**src/rtl/router_pkg.sv**
```systemverilog
// Shared types and constants for the router output-lane receivers.
package router_pkg;

    localparam int unsigned ROUTER_PORTS = 16;
    localparam int unsigned BYTE_W       = 8;
    localparam int unsigned STAT_W       = 16;

    typedef enum logic {
        IDLE = 1'b0,
        RECV = 1'b1
    } rx_state_t;

    // One buffered byte plus its packet-boundary markers.
    typedef struct packed {
        logic [BYTE_W-1:0] data;
        logic              last;
        logic              short;
    } rx_entry_t;

endpackage

```
**src/rtl/router_port_rx_if.sv**
```systemverilog
// Router lane input plus byte-side valid/ready output of one receiver.
interface router_port_rx_if;

    logic                          din;
    logic                          valid_n;
    logic                          frame_n;
    logic [router_pkg::BYTE_W-1:0] byte_o;
    logic                          last_o;
    logic                          short_o;
    logic                          byte_valid;
    logic                          byte_ready;

    // Receiver side.
    modport slave (
        input  din, valid_n, frame_n, byte_ready,
        output byte_o, last_o, short_o, byte_valid
    );

    // Lane driver / byte consumer side.
    modport master (
        output din, valid_n, frame_n, byte_ready,
        input  byte_o, last_o, short_o, byte_valid
    );

endinterface

```
**src/rtl/router_rx_fifo.sv**
```systemverilog
// Synchronous FIFO of rx entries; push while full is accepted only with a same-cycle pop.
module router_rx_fifo
    import router_pkg::*;
#(
    parameter int unsigned DEPTH = 4
) (
    input  logic      clock,
    input  logic      reset_n,
    input  logic      push,
    input  logic      pop,
    input  rx_entry_t din,
    output rx_entry_t dout,
    output logic      full,
    output logic      empty
);

    localparam int unsigned PTR_W = $clog2(DEPTH);
    localparam int unsigned CNT_W = PTR_W + 1;

    rx_entry_t        mem [DEPTH];
    logic [PTR_W-1:0] wr_ptr;
    logic [PTR_W-1:0] rd_ptr;
    logic [CNT_W-1:0] count;
    logic [CNT_W-1:0] count_nxt;
    logic             do_push;
    logic             do_pop;

    assign do_pop  = pop && !empty;
    assign do_push = push && (!full || do_pop);
    assign dout    = mem[rd_ptr];

    // Occupancy after this edge.
    always_comb begin
        count_nxt = count;
        case ({do_push, do_pop})
            2'b10:   count_nxt = count + CNT_W'(1);
            2'b01:   count_nxt = count - CNT_W'(1);
            default: count_nxt = count;
        endcase
    end

    // Storage, pointers and registered full/empty flags.
    always_ff @(posedge clock or negedge reset_n) begin
        if (!reset_n) begin
            for (int i = 0; i < DEPTH; i++) begin
                mem[i] <= '0;
            end
            wr_ptr <= '0;
            rd_ptr <= '0;
            count  <= '0;
            full   <= 1'b0;
            empty  <= 1'b1;
        end else begin
            if (do_push) begin
                mem[wr_ptr] <= din;
                wr_ptr      <= wr_ptr + PTR_W'(1);
            end
            if (do_pop) begin
                rd_ptr <= rd_ptr + PTR_W'(1);
            end
            count <= count_nxt;
            full  <= (count_nxt == CNT_W'(DEPTH));
            empty <= (count_nxt == '0);
        end
    end

endmodule

```
**src/rtl/router_port_rx.sv**
```systemverilog
// Router lane receiver: deserializes MSB-first bits into bytes and buffers them.
// Optional statistics counters are built when ROUTER_RX_STATS_EN is defined.
module router_port_rx
    import router_pkg::*;
#(
    parameter int unsigned DEPTH   = 4,
    parameter int unsigned LANE_ID = 0
) (
    input  logic              clock,
    input  logic              reset_n,
    router_port_rx_if.slave   port_if,
    output logic              ovf,
    output logic [STAT_W-1:0] pkt_count,
    output logic [STAT_W-1:0] drop_count
);

    localparam int unsigned        BCNT_W   = $clog2(BYTE_W);
    localparam logic [BCNT_W-1:0]  LAST_BIT = BCNT_W'(BYTE_W - 1);

    // Reject unusable configurations at elaboration.
    if ((LANE_ID >= ROUTER_PORTS) || (DEPTH < 2) || ((DEPTH & (DEPTH - 1)) != 0)) begin : g_bad_cfg
        $error("router_port_rx: DEPTH must be a power of two >= 2 and LANE_ID < ROUTER_PORTS");
    end

    rx_state_t         state;
    rx_state_t         state_nxt;
    logic [BYTE_W-1:0] sr;
    logic [BYTE_W-1:0] sr_shift_c;
    logic [BCNT_W-1:0] bit_cnt;
    logic              frame_n_q;
    logic              bit_c;
    logic              start_c;
    logic              push_c;
    logic              pop_c;
    logic              drop_c;
    logic              fifo_full;
    logic              fifo_empty;
    rx_entry_t         push_entry_c;
    rx_entry_t         head;

    assign bit_c      = !port_if.valid_n;
    // frame_n_q resets low so a packet already in flight is not mistaken for a start.
    assign start_c    = frame_n_q && !port_if.frame_n;
    assign sr_shift_c = {sr[BYTE_W-2:0], port_if.din};
    assign pop_c      = !fifo_empty && port_if.byte_ready;
    assign drop_c     = push_c && fifo_full && !pop_c;

    // FSM state register.
    always_ff @(posedge clock or negedge reset_n) begin
        if (!reset_n) begin
            state <= IDLE;
        end else begin
            state <= state_nxt;
        end
    end

    // FSM next state: open on a frame_n falling edge, close on the final bit.
    always_comb begin
        state_nxt = state;
        case (state)
            IDLE:    if (start_c) state_nxt = RECV;
            RECV:    if (bit_c && port_if.frame_n) state_nxt = IDLE;
            default: state_nxt = IDLE;
        endcase
    end

    // FSM outputs: push on a full byte or on the final bit, left-aligning partial bytes.
    always_comb begin
        push_c       = 1'b0;
        push_entry_c = '0;
        if ((state == RECV) && bit_c) begin
            if (port_if.frame_n) begin
                push_c             = 1'b1;
                push_entry_c.last  = 1'b1;
                push_entry_c.short = (bit_cnt != LAST_BIT);
            end else if (bit_cnt == LAST_BIT) begin
                push_c = 1'b1;
            end
        end
        push_entry_c.data = sr_shift_c << (LAST_BIT - bit_cnt);
    end

    // Shift register, bit counter and frame strobe history.
    always_ff @(posedge clock or negedge reset_n) begin
        if (!reset_n) begin
            sr        <= '0;
            bit_cnt   <= '0;
            frame_n_q <= 1'b0;
        end else begin
            frame_n_q <= port_if.frame_n;
            if (state == IDLE) begin
                if (start_c) begin
                    bit_cnt <= bit_c ? BCNT_W'(1) : '0;
                    if (bit_c) begin
                        sr <= sr_shift_c;
                    end
                end
            end else if (bit_c) begin
                sr      <= sr_shift_c;
                bit_cnt <= port_if.frame_n ? '0 : bit_cnt + BCNT_W'(1);
            end
        end
    end

    // Sticky overflow flag.
    always_ff @(posedge clock or negedge reset_n) begin
        if (!reset_n) begin
            ovf <= 1'b0;
        end else if (drop_c) begin
            ovf <= 1'b1;
        end
    end

    router_rx_fifo #(
        .DEPTH (DEPTH)
    ) u_fifo (
        .clock   (clock),
        .reset_n (reset_n),
        .push    (push_c),
        .pop     (pop_c),
        .din     (push_entry_c),
        .dout    (head),
        .full    (fifo_full),
        .empty   (fifo_empty)
    );

    assign port_if.byte_o     = head.data;
    assign port_if.last_o     = head.last;
    assign port_if.short_o    = head.short;
    assign port_if.byte_valid = !fifo_empty;

`ifdef ROUTER_RX_STATS_EN
    // Saturating packet and drop counters.
    always_ff @(posedge clock or negedge reset_n) begin
        if (!reset_n) begin
            pkt_count  <= '0;
            drop_count <= '0;
        end else begin
            if (push_c && push_entry_c.last && (pkt_count != '1)) begin
                pkt_count <= pkt_count + STAT_W'(1);
            end
            if (drop_c && (drop_count != '1)) begin
                drop_count <= drop_count + STAT_W'(1);
            end
        end
    end
`else
    assign pkt_count  = '0;
    assign drop_count = '0;
`endif

endmodule
```
**src/flat_wrapper.sv**
```systemverilog
// flat-port wrapper written by rule: the top's interface ports become plain ports
module router_port_rx_flat import router_pkg::*;
#(
    parameter int unsigned DEPTH   = 4,
    parameter int unsigned LANE_ID = 0
)
  (clock, reset_n, ovf, pkt_count, drop_count, port_if_din, port_if_valid_n, port_if_frame_n, port_if_byte_ready, port_if_byte_o, port_if_last_o, port_if_short_o, port_if_byte_valid);
  router_port_rx_if port_if_i ();
  input  logic clock;
  input  logic reset_n;
  output logic ovf;
  output logic [STAT_W-1:0] pkt_count;
  output logic [STAT_W-1:0] drop_count;
  input wire logic [$bits(port_if_i.din)-1:0] port_if_din;
  input wire logic [$bits(port_if_i.valid_n)-1:0] port_if_valid_n;
  input wire logic [$bits(port_if_i.frame_n)-1:0] port_if_frame_n;
  input wire logic [$bits(port_if_i.byte_ready)-1:0] port_if_byte_ready;
  output wire logic [$bits(port_if_i.byte_o)-1:0] port_if_byte_o;
  output wire logic [$bits(port_if_i.last_o)-1:0] port_if_last_o;
  output wire logic [$bits(port_if_i.short_o)-1:0] port_if_short_o;
  output wire logic [$bits(port_if_i.byte_valid)-1:0] port_if_byte_valid;
  assign port_if_i.din = port_if_din;
  assign port_if_i.valid_n = port_if_valid_n;
  assign port_if_i.frame_n = port_if_frame_n;
  assign port_if_i.byte_ready = port_if_byte_ready;
  assign port_if_byte_o = port_if_i.byte_o;
  assign port_if_last_o = port_if_i.last_o;
  assign port_if_short_o = port_if_i.short_o;
  assign port_if_byte_valid = port_if_i.byte_valid;
  router_port_rx #(.DEPTH(DEPTH), .LANE_ID(LANE_ID)) u_core (.clock(clock), .reset_n(reset_n), .port_if(port_if_i), .ovf(ovf), .pkt_count(pkt_count), .drop_count(drop_count));
endmodule
```
**config.mk**
```make
export PLATFORM = sky130hd
export DESIGN_NAME = router_port_rx_flat
export DESIGN_NICKNAME = d
export VERILOG_FILES = /design/src/rtl/router_pkg.sv /design/src/rtl/router_port_rx_if.sv /design/src/rtl/router_rx_fifo.sv /design/src/rtl/router_port_rx.sv /design/src/flat_wrapper.sv
export SDC_FILE = /design/constraint.sdc
export NUM_CORES = 1
export LEC_CHECK = 0
export ABC_AREA = 1
export CORE_ASPECT_RATIO = 1.5
export CORE_UTILIZATION = 45
export DETAILED_ROUTE_END_ITERATION = 12
export PLACE_DENSITY = 0.68
export REMOVE_ABC_BUFFERS = 1
export SLEW_MARGIN = 20
export SYNTH_ARGS = -nofsm -noshare
export SYNTH_HDL_FRONTEND = slang
export SYNTH_SLANG_ARGS = --single-unit
```
**constraint.sdc**
```tcl
create_clock -name clock -period 7.65 [get_ports clock]
set_clock_uncertainty 0.2 [all_clocks]
set_input_delay 1.1475 -clock clock [delete_from_list [all_inputs] [get_ports clock]]
set_output_delay 1.1475 -clock clock [all_outputs]
set_load 0.03 [all_outputs]
```
==> impl_metrics.yaml <==
run_status:
  status: "finished, final reports clean"
floorplan:
  io-pin-count: 50
  coreArea_sq_mm: 0.00723
  initial_core_util: 0.462
  die_h_um: 108
  die-width_um: 72.3
  die-area_sq_mm: 0.00778
  num_rows: 38
worst_setup_path:
  crit_path_max_fanout: 22
  worstPathRequired_ns: 6.30
  cp.arrival_ns: 2.61
  endpoint_kind: "primary output"
  cp-start-kind: "flop"
  path_class: "flop to primary output"
detailed_routing:
  postRouteAntennaNets: 0
  first_pass_iters: 4
  drc: 0
  wl_per_cell_um: 12.9
  drtIter0Drc: 230
  vias_per_cell: 4.91
  wirelength_um: 6750
  vias: 2575
timing:
  min_period_ns: 3.96
  slew_headroom: 0.476
  period_share: 0.517
  hold_viol: 0
  whs_ns: 0.274
  worstMarginPinSlew_ns: 0.786
  rsz0062_at_grt: "no"
  final-setup-viol-count: 0
  slew_violations: 0
  final.setup.tns_ns: 0
  fmax_mhz: 253
grt:
  grt_pass1_wl_um: 11400
  first_global_vias: 2409
  grt_max_degree: 63
  track_usage: 0.195
  grt-ovfl-total: 0
  antenna_found_initial: 0
power:
  combPwrFrac: 0.421
  ir_worst_vdd_uv: 149
  power_density_mw_per_mm2: 396
  swShare: 0.425
  pwr-share-seq: 0.377
  leakagePower_uw: 0.00185
  p_int_uw: 826
  p_sw_uw: 609
  p_clk_frac: 0.202
synthesis:
  synth_top_family_by_area: "simple AND/OR/NAND/NOR gates"
  netlist.area_leader.share: 0.457
  yosysUniqueCellTypes: 31
  synthAdderAreaFrac: 0.0322
  muxShareOfSynthArea: 0
  yosys.area_share.xor_xnor: 0.00787
  synth.top_cells.by_area: "dfrtp_1 46%, nand2_1 13%, buf_4 7.4%"
  seq_area_frac_synth: 0.465
  synth_compound_area_frac: 0.106
  syn-mean-instance-area_sq_um: 8.27
  netlist_instances: 404
  synth-seq-cells: 62
  synth_top_area_cell: "dfrtp_1"
  synth_area_sq_mm: 0.00334
  synth-simple-area-share: 0.255
  yosysWarnings: 0
placement:
  hpwlAfterDp_um: 4630
  globalplace.congestion: 0.800
  numPortBuffers: 17
  dpl_cell_area_sq_mm: 0.00343
cts:
  cts_root_buf: "clkbuf_8"
  clkTransAtPathRegs_ns: 0.07
  numCtsBuffers: 9
  htreeDepth: 3
  clock_latency_ns: 0.35
  cts_resized: 0
  post_cts_buffers: 0
  hold_buffers: 0
  cts_buffer_depth: 2
  cts.sinks: 62
  cts_tree: "yes"
layout:
  area_growth_pct: 8.58
  n_antenna_cell: 0
  final_nets: 433
  stdcell_area_sq_mm: 0.00363
  num-fill-cells: 718
  drive_gt1_frac: 0.0896
min_path:
  hold_path_class: "flop to flop"
flow_run:
  cap_violations: 0
flip-flops by register name (all words and copies together), names as in the netlist:
signal and cells:
u_core.u_fifo.mem 40, u_core.u_fifo.rd_ptr 2, u_core.u_fifo.count 3, u_core.frame_n_q 1, u_core.u_fifo.wr_ptr 2, u_core.sr 7
u_core.bit_cnt 3, u_core.u_fifo.full 1, u_core.ovf 1, u_core.u_fifo.empty 1, u_core.state 1
area by class of cell:
type	count	area, sq um	area share
clock buffer	10	138	0.0380
clock inverter	6	61.3	0.0169
inverter	31	116	0.0321
multi-input combinational	297	1460	0.403
sequential	62	1550	0.428
tap	100	125	0.0345
timing repair buffer	18	173	0.0476
per-layer routing:
layer	wire length [um]	vias to the layer above	global-route usage
met1	2940	1235	0.238
met4	119	0	0.0868
met2	3440	67	0.318
li1	-	1264	-
met5	0	-	0
met3	258	9	0.0534
critical path, stage by stage, from the launching register on:
cell and delay [ns]:
dfrtp_1 0.77, inv_1 0.49, o21ai_0 0.28, o22ai_1 0.11
clkdlybuf4s50_1 0.60
final timing paths:
kind,to,startpoint,depth (start not counted),slack [ns]
setup / recovery,port_if_byte_o[4],u_core.u_fifo.rd_ptr[0],4,3.69
hold / removal,u_core.u_fifo.mem[27],u_core.u_fifo.mem[27],2,0.27
setup reg to reg,u_core.u_fifo.full,u_core.bit_cnt[0],11,4.64
hold reg to reg,u_core.u_fifo.mem[27],u_core.u_fifo.mem[27],2,0.27
max in group asynchronous,u_core.frame_n_q,reset_n,2,5.97
min in group asynchronous,u_core.sr[5],reset_n,2,0.75
synthesized netlist by cell type:
cell and number:
clkinv_1 1, buf_2 3, o22ai_1 10, nor2_1 29, nand2_2 1, o21a_1 1
nor2_8 1, o211ai_1 1, ha_1 7, fa_1 1, inv_2 4, clkbuf_1 5
or2_2 1, nand3_4 4, o21ai_0 32, nand3_1 36, dfstp_2 1, buf_6 4
dfrtp_1 61, o21ai_1 10, xor2_1 3, nand2_1 116, nand2_4 1, inv_1 26
buf_4 33, a21oi_1 3, nand4_1 1, a31o_2 1, conb_1 1, o21ai_2 5
nor2_2 1
through the flow:
stage          power, uW  utilization  worst slack [ns]  instances
4_1_cts             1440        0.502              3.68        524
6_report            1440        0.502              3.69        524
2_1_floorplan        958            -              4.61        390
5_1_grt             1540        0.502              3.47        524
3_5_place_dp        1150        0.474              3.97        508
3_3_place_gp        1140        0.474              4.05        508
power by group through the flow:
stage                     Combinational, uW  Clock [uW]  Sequential (uW)
after detailed placement                604           0              546
after global placement                  593           0              543
after global routing                    672         310              559
after CTS                               608         296              540
after floorplan                         435           0              522
final                                   604         290              542
cells by family (layout without fill, tap and decap cells):
logic type	Yosys count	in the layout
and+or+nand+nor	191	191
buffers and inverters	76	65
AOI/OAI and AO/OA	63	63
DFF	62	62
adders and majority gates	8	8
xor gates and xnor gates	3	3
other	1	32
cell usage in the layout (no fill, tap or decap), types with 3 or more instances in the layout:
cell type,instances
inv_2,4
clkdlybuf4s50_1,16
xor2_1,3
inv_1,26
o21ai_2,5
nand3_1,36
o21ai_0,32
a21oi_1,3
nor2_1,29
o22ai_1,10
dfrtp_1,61
clkbuf_8,10
ha_1,7
clkinv_2,3
conb_1,32
nand2_1,116
nand3_4,4
o21ai_1,10
No activity file was read; power rests on OpenSTA's default activity.
==> patch, RTL diff (same flow settings) <==
`DEPTH` is set to 4 in 3 places; all go to 2.
--- a/src/rtl/router_rx_fifo.sv
+++ b/src/rtl/router_rx_fifo.sv
@@ -4,3 +4,3 @@
 #(
-    parameter int unsigned DEPTH = 4
+    parameter int unsigned DEPTH = 2
 ) (
--- a/src/rtl/router_port_rx.sv
+++ b/src/rtl/router_port_rx.sv
@@ -5,3 +5,3 @@
 #(
-    parameter int unsigned DEPTH   = 4,
+    parameter int unsigned DEPTH   = 2,
     parameter int unsigned LANE_ID = 0
--- a/src/flat_wrapper.sv
+++ b/src/flat_wrapper.sv
@@ -3,3 +3,3 @@
 #(
-    parameter int unsigned DEPTH   = 4,
+    parameter int unsigned DEPTH   = 2,
     parameter int unsigned LANE_ID = 0
Check against the original RTL: not equivalent (Yosys sat finds a counterexample within 10 cycles, from zero or initial values and one cycle with reset_n low).
==> patch against the original RTL <==
  * Synthesized area shrank 34%
  * Routed wire length down 44%
  * Worst hold slack gained 0.011 ns
  * Total power down 44%
  * Final area fell by 35%
  * Sequential power decreased by 38%
  * Sequential cell count down 23
  * Register-to-register slack gained 0.57 ns
  * Worst setup slack better by 0.60 ns
  * Largest cell class unchanged
  * Largest power group is now sequential cells
==> patch: results (changes against the original RTL) <==
| Metric | Value |
|---|---|
| Dpl ws | 4.41 ns (was 3.97 ns) |
| Fin nets | 303 (was 433) |
| Status | finished clean (unchanged) |
| CTS buffer count | 5 (was 9) |
| Arrival @ worst endpoint | 2.01 ns (was 2.61 ns) |
| Worst setup path start | u_core.u_fifo.rd_ptr$_DFFE_PN0P_ (was u_core.u_fifo.rd_ptr[0]$_DFFE_PN0P_) |
| Clk Latency, worst-skew pair | 0.29 ns (was 0.35 ns) |
| Synth area leaders | dfrtp_1, nand2_1, buf_4 (unchanged) |
| PortBufs | 17 (unchanged) |
| Number of global-route vias before repair | 1454 (was 2409) |
| Worst R2R Path Depth | 10 (was 11) |
| Max stage delay on crit path | 0.59 ns (was 0.77 ns) |
| Initial DRC count | 44 (was 230) |
| Worst Hold Endpoint | u_core.ovf$_DFFE_PN0P_ (was u_core.u_fifo.mem[27]$_DFFE_PN0P_) |
| First-pass GRT wire length | 6.60 mm (was 11.4 mm) |
| Slew margin rel. | 43.2% (was 47.6%) |
| Final HPWL DP | 2.88 mm (was 4.63 mm) |
| Post-synthesis sequential area ratio | 44.4% (was 46.5%) |
| Layout cells sized above 1 | 7.14% (was 8.96%) |
| Synth unique cells | 30 (was 31) |
| GRT Total Usage | 16.9% (was 19.5%) |
| Placed cell area | 0.00228 mm2 (was 0.00343 mm2) |
| Vias/cell | 4.60 (was 4.91) |
| Gate Count Post-Synth | 277 (was 404) |
| Regs by FF count | u_core.u_fifo.mem: 20 flops, u_core.sr: 7 flops, u_core.bit_cnt: 3 flops (was u_core.u_fifo.mem: 40 flops, u_core.sr: 7 flops) |
| Worst VDD drop | 0.000143 V (was 0.000149 V) |
| CP max stage cell | dfrtp_1 (unchanged) |
| Fillers | 456 (was 718) |
| Min-delay src | u_core.ovf$_DFFE_PN0P_ (was u_core.u_fifo.mem[27]$_DFFE_PN0P_) |
| Hold Crit Depth | 1 (was 2) |
| Final hold slack | 0.285 ns (was 0.274 ns) |
| WL/cell | 10.6 um (was 12.9 um) |
| H-Tree Depth | 2 (was 3) |
| Hold Path Class | register to register (unchanged) |
| R2R Setup Slk | 5.21 ns (was 4.64 ns) |
| Final setup margin | 4.30 ns (was 3.69 ns) |
| Vias | 1646 (was 2575) |
| Routability Congestion | 0.814 (was 0.800) |
| Synth cell count leaders | nand2_1, dfrtp_1, buf_4 (was nand2_1, dfrtp_1, nand3_1) |
| Placed Instances | 351 (was 508) |
| Static Leakage | 1.24 nW (was 1.85 nW) |
| # Post-CTS Setup Buffers | 0 (unchanged) |
| Primary FF master, synth | dfrtp_1 (unchanged) |
| Critical path peak fanout | 14 (was 22) |
| Largest net degree at the start of global routing | 40 (was 63) |
patch: metal layers:
layer / vias to the layer above / track usage (%) / part of all wire (%)
met2: 51 / 28.3 / 52
met4: 0 / 8.01 / 2.3
met3: 8 / 3.25 / 3.9
li1: 834 / - / -
met1: 753 / 20.7 / 42
met5: - / 0 / 0
patch: cell type report:
type	count	area [um2]	area share, %
multi-input cells	206	965	40.7
flip-flops and latches	39	977	41.2
repair buffers	17	165	6.97
clock buffers	6	82.6	3.48
inverters	25	95.1	4.01
clock inverters	1	5.00	0.211
well taps	64	80.1	3.38
patch: logic make-up (layout without fill, tap and decap cells):
kind of cell	after synthesis	count (layout)	synth area share, %
AND/OR/NAND/NOR	142	142	28.5
XOR/XNOR	3	3	1.19
buffers and inverters	63	49	17.1
AO/OA/AOI/OAI	26	26	6.93
flip-flops	39	39	44.4
adder cells (fa/ha/maj)	3	3	1.70
other	1	32	0.170
patch: power by group:
group	switching, mW	internal, mW
Combinational	0.211	0.119
Sequential	0.0594	0.276
Clock	0.0688	0.0707
